### src/rtl/pipe_ctrl.sv
// rtl/pipe_ctrl.sv - pipeline stall/flush controller: load-use hazards and multi-cycle divide sequencing
// Optional stall-cycle performance counter enabled by PIPE_PERF_CNT_EN.
module pipe_ctrl #(
  parameter int DIV_CYCLES = 33
) (
  input  logic        clk,
  input  logic        rst,
  input  logic        id_re1,
  input  logic [4:0]  id_raddr1,
  input  logic        id_re2,
  input  logic [4:0]  id_raddr2,
  input  logic        ex_is_load,
  input  logic        ex_wreg,
  input  logic [4:0]  ex_waddr,
  input  logic        ex_div_start,
  input  logic        except_flush,
  output logic [5:0]  stall,
  output logic        flush,
  output logic        div_ready,
  output logic [31:0] stall_cycles
);

  typedef enum logic [1:0] {IDLE, BUSY, DONE} state_t;

  localparam logic [5:0] STALL_LU  = 6'b000111;
  localparam logic [5:0] STALL_DIV = 6'b001111;
  localparam logic [5:0] CNT_INIT  = 6'(DIV_CYCLES - 1);

  state_t     state, state_nxt;
  logic [5:0] cnt, cnt_nxt;
  logic       load_use;

  assign load_use = ex_is_load & ex_wreg & (ex_waddr != 5'd0) &
                    ((id_re1 & (id_raddr1 == ex_waddr)) |
                     (id_re2 & (id_raddr2 == ex_waddr)));

  always_ff @(posedge clk or posedge rst) begin
    if (rst) begin
      state <= IDLE;
      cnt   <= 6'd0;
    end else begin
      state <= state_nxt;
      cnt   <= cnt_nxt;
    end
  end

  always_comb begin
    state_nxt = state;
    cnt_nxt   = cnt;
    stall     = 6'b0;
    flush     = 1'b0;
    div_ready = 1'b0;
    if (except_flush) begin
      flush     = 1'b1;
      state_nxt = IDLE;
      cnt_nxt   = 6'd0;
    end else begin
      case (state)
        IDLE: begin
          if (ex_div_start) begin
            stall     = STALL_DIV;
            cnt_nxt   = CNT_INIT;
            state_nxt = (CNT_INIT == 6'd1) ? DONE : BUSY;
          end else if (load_use) begin
            stall = STALL_LU;
          end
        end
        BUSY: begin
          // DONE is entered as the count reaches 1, so the result cycle is T+DIV_CYCLES-1
          stall   = STALL_DIV;
          cnt_nxt = cnt - 6'd1;
          if (cnt == 6'd2) state_nxt = DONE;
        end
        DONE: begin
          div_ready = 1'b1;
          if (load_use) stall = STALL_LU;
          state_nxt = IDLE;
          cnt_nxt   = 6'd0;
        end
        default: begin
          state_nxt = IDLE;
          cnt_nxt   = 6'd0;
        end
      endcase
    end
    if (rst) begin
      stall     = 6'b0;
      flush     = 1'b0;
      div_ready = 1'b0;
    end
  end

`ifdef PIPE_PERF_CNT_EN
  logic [31:0] perf_cnt;

  always_ff @(posedge clk or posedge rst) begin
    if (rst)               perf_cnt <= 32'd0;
    else if (stall != 6'b0) perf_cnt <= perf_cnt + 32'd1;
  end

  assign stall_cycles = perf_cnt;
`else
  assign stall_cycles = 32'd0;
`endif

endmodule

### config.mk
export PLATFORM = sky130hd
export DESIGN_NAME = pipe_ctrl
export DESIGN_NICKNAME = d
export VERILOG_FILES = /design/src/rtl/pipe_ctrl.sv
export SDC_FILE = /design/constraint.sdc
export NUM_CORES = 1
export LEC_CHECK = 0
export ABC_CLOCK_PERIOD_IN_PS = 1800
export CAP_MARGIN = 25
export CORE_MARGIN = 1.5
export CORE_UTILIZATION = 31
export DETAILED_ROUTE_END_ITERATION = 16
export PLACE_DENSITY = 0.88
export SYNTH_ARGS = -nofsm -noshare
export SYNTH_HDL_FRONTEND = slang
export SYNTH_SLANG_ARGS = --single-unit
### constraint.sdc
create_clock -name clk -period 1.8 [get_ports clk]
set_clock_uncertainty 0.2 [all_clocks]
set_input_delay 0.36 -clock clk [delete_from_list [all_inputs] [get_ports clk]]
set_output_delay 0.36 -clock clk [all_outputs]
set_load 0.02 [all_outputs]
# Word level (Yosys, flattened, before mapping)
# Index checks and enable logic that the tools add are counted.
# word_totals
regBits,8
input_bits,23
wordCells,36
# op_classes
n_addsub,1
eq_ne,7
muxes,17
n_bitwise,6
reduce_logical,3
# ops
op,count
$mux W6,3
$pmux W4 S3,1
$pmux W6 S2,1
$eq A5 B5 Y1,2
$mux W4,2
$eq A6 B2 Y1 const B,1
$mux W2,3
$ne A3 B3 Y1 const B,2
$sub A6 B1 Y6 const B,1
$and A1 B1 Y1,5
$mux W1,5
$reduce_bool A5 Y1,1
$pmux W2 S2,1
$mux W3,1
$eq A2 B1 Y1 const B,1
$eq A2 B2 Y1 const B,1
$logic_not A2 Y1,1
$reduce_and A2 Y1,1
$or A1 B1 Y1,1

# Depth between registers and ports, before layout
# Gate-level depths: netlist (run 1).
# depth
word_depth,9
ltp_mapped,6
mapped_depth_nobuf,6

# Least setup slack after synthesis (run 1)
# OpenSTA, ideal clock, no wires.
# synth_timing
path_kind,input -> output
start,in except_flush
end,out stall[1]
arrival_ps,1840
required_time_ps,1240
setup_slack_ps,-600
path_stages,5
n_path_buf,2
path_cell_list,or2_0 > buf_2 > nor3_1 > o21bai_1 > buf_4
# synth_between
elab_chain_cells,2
# synth_lines
item,line,rtl
start: declaration,16,"input logic except_flush,"
$mux W4,53,if (except_flush) begin
$mux W6,86,if (rst) begin
end: declaration,17,"output logic [5:0] stall,"
# No other way between the ends.

# Worst setup path in the final report (run 1)
# layout_timing
start,in id_raddr1[2]
end,out stall[1]
# layout_between
elab_chain_cells,9
# layout_lines
item,line,rtl
start: declaration,9,"input logic [4:0] id_raddr1,"
$eq A5 B5 Y1 (*),34,((id_re1 & (id_raddr1 == ex_waddr)) |
$and A1 B1 Y1 (*),34,
$or A1 B1 Y1 (*),34,
$and A1 B1 Y1 (*),33,assign load_use = ex_is_load & ex_wreg & (ex_waddr != 5'd0) &
$mux W3 (*),"64, 76",
$mux W4,60,if (ex_div_start) begin
$pmux W4 S3 (*),58,case (state)
$mux W4 (*),53,
$mux W6 (*),86,
# Every way passes the cells marked *; elsewhere a longest branch is shown, timed or not.

==> results.txt, run 1 <==
status: complete, but fails checks
failing checks: negative setup slack
share of the synthesized area in the top cell type: 0.316
Routed Antenna Nets: 0
Yosys top cell by area: buf_4
Post-synth EDFFs: 0
Post-Synth Adder-Cell Area: 0.0293
WL per Instance: 10.9 um
synth warn: 0
die width: 55.5 um
synth unique cells: 30
Final HPWL DP: 1430 um
setup TNS: -0.841 ns
xor and xnor area share after synthesis: 0.113
mapped cell area: 855 um2
Final nets: 165
prevailing post-synth register cell: dfrtp_1
setup slack after layout: -0.264 ns
leakage: 0.560 nW
Core Util, Final: 0.456
synth-to-layout area growth: 35.7%
Synth area leaders: buf_4 (32%), dfrtp_1 (23%), xor2_1 (8.2%)
crit start category: input port
WS Path Type: in -> out
Post-synth ARST share: 1.00
DRC viols: 0
metal3 WL: 145 um
diodes inserted: 0
fin crit period: 2.06 ns
fill count: 266
most numerous cell in the Yosys netlist: buf_4
routed vias/inst: 4.17
Max Slew Vio Count: 0
routability congestion estimate: 0.764
post-synthesis mux area share: 0.0117
Overall Power: 0.610 mW
FP Rows: 18
Seq. cell area: 200 um2
DR iter-0 viols: 12
worst hold slack: 0.188 ns
CTS root buf: clkbuf_4
class of the worst hold path: in -> async
CTS sink count: 8
Clock transition at path regs: 0.05 ns
PortBufs: 28
combinational family with the most area after synthesis: buffers and inverters
uppermost layer routed: met4
I/O Pins: 63
drt total wl: 1830 um
met1 WL: 648 um
RSZ-0062 raised after global routing: true
DR WL met2: 1010 um
worst-case reg-to-reg path depth: 6
Syn Inst Count: 104
die area: 0.00308 mm2
Pre-antenna DRT Iters: 4
post-route clock period utilization: 1.15
gr usage total: 0.121
#FFs+latches synth: 8
via count: 701
Final Hold Violating Endpoints: 0
simple-gate share of the synthesized area: 0.179
worst skew pair latency: 0.25 ns
final setup vio count: 4
CTS tree: done
initial antenna violation count: 0
Setup crit end kind: primary output
share of cells above drive strength 1: 0.254
maxcap violations: 0
syn avg cell area: 8.22 um2
register area share after synthesis: 0.234
Synth Area in Compound Gates: 0.0878
total grt overflow: 0
Bufs on Longest Clock Path: 2
global-route wire length before repair: 2950 um
footprint of the multi-input gates: 564 um2
Core Region: 0.00254 mm2
DP Worst Slack: -1.17 ns
Starting Density: 0.336
most frequent cells after synthesis: buf_4 (36), dfrtp_1 (8), nor2_1 (8), xor2_1 (8), a21oi_1 (4)
# H-tree levels: 1
f_max: 485 MHz
critical path arrival: 1.50 ns
largest net degree at the start of global routing: 14
P per Cell Area: 526 mW/mm2
Vert. Die Dim: 55.5 um
VDD IR-drop max: 0.250 mV
number of global-route vias before repair: 675
Max FO, Critical Path: 3
CTS buffer count: 3
WP data required: 1.24 ns
-- layer usage --
| metal | track usage | vias up |
|---|---|---|
| li1 | - | 348 |
| met1 | 0.128 | 311 |
| met2 | 0.214 | 38 |
| met3 | 0.0539 | 4 |
| met4 | 0.0383 | 0 |
| met5 | 0 | - |
-- cell type report --
cell class | count | area share
Multi-Input combinational cell | 88 | 0.487
Tap cell | 30 | 0.0324
Sequential cell | 8 | 0.173
Inverter | 3 | 0.00971
Timing Repair Buffer | 36 | 0.279
Clock buffer | 3 | 0.0194
-- worst max-delay path: stages --
cell and delay [ns]:
buf_6 0.09, xor2_1 0.16, nor4_1 0.29, and3_1 0.22, a31oi_2 0.06, o21bai_4 0.18, buf_6 0.14
-- registers in the layout (all words and copies together), names as in the netlist --
name,flops
cnt,6
state,2
-- timing repair --
action	CTS	global route
resized for setup	86	2
setup buffers	0	0
endpoints found under the setup margin	6	5
pin swaps	15	0
hold buffers	0	0
-- through the flow --
step | std cells | area [um2]
6_report | 168 | 1160
3_3_place_gp | 165 | 1100
3_5_place_dp | 165 | 1100
5_1_grt | 168 | 1160
2_1_floorplan | 137 | 1020
4_1_cts | 168 | 1160
-- cell families after synthesis --
logic type	after synthesis
AOI/OAI and AO/OA	12
other	1
and+or+nand+nor	28
buffers and inverters	41
adders and majority gates	2
DFF	8
xor gates and xnor gates	11
muxes	1
-- power by group --
group / internal (mW) / switching [mW] / total, mW / leakage [nW]
combinational: 0.110 / 0.160 / 0.271 / 0.440
clock: 0.0759 / 0.0549 / 0.131 / 0.0138
sequential: 0.195 / 0.0139 / 0.209 / 0.106
-- layout by cell type, fill, tap and decap left out, types with 2 or more instances in the layout --
master and instances:
nand2_1 2, buf_2 4, nor3b_1 2, dfrtp_1 8
xor2_1 8, dlygate4sd2_1 6, clkbuf_4 3, clkdlybuf4s50_1 5
a21oi_1 4, inv_1 3, o21ai_0 3, nor2b_1 2
nor2_1 7, clkdlybuf4s15_1 2, nor3_4 2, conb_1 34
clkdlybuf4s15_2 2, xnor2_1 3, ha_1 2, o31a_1 2
buf_4 7, buf_6 9
-- path summary, 6_finish.rpt --
check | from | endpoint | slack [ns]
min reg2reg | cnt[5] | cnt[5] | 0.36
min in group clk | cnt[5] | cnt[5] | 0.36
max reg2reg | state[0] | cnt[5] | 0.37
min | rst | state[0] | 0.19
max in group asynchronous | rst | cnt[1] | 0.99
max | id_raddr1[2] | stall[1] | -0.26
Power figures use the tool's default switching activity.
==> run 2: changes to the inputs <==
--- a/config.mk
+++ b/config.mk
@@ -11,6 +11,7 @@
 export CORE_UTILIZATION = 31
 export DETAILED_ROUTE_END_ITERATION = 16
 export PLACE_DENSITY = 0.88
+export SLEW_MARGIN = 20
 export SYNTH_ARGS = -nofsm -noshare
 export SYNTH_HDL_FRONTEND = slang
 export SYNTH_SLANG_ARGS = --single-unit
==> results of run 2 <==
No change in the layout: final DEF, timing and power equal those of run 1.
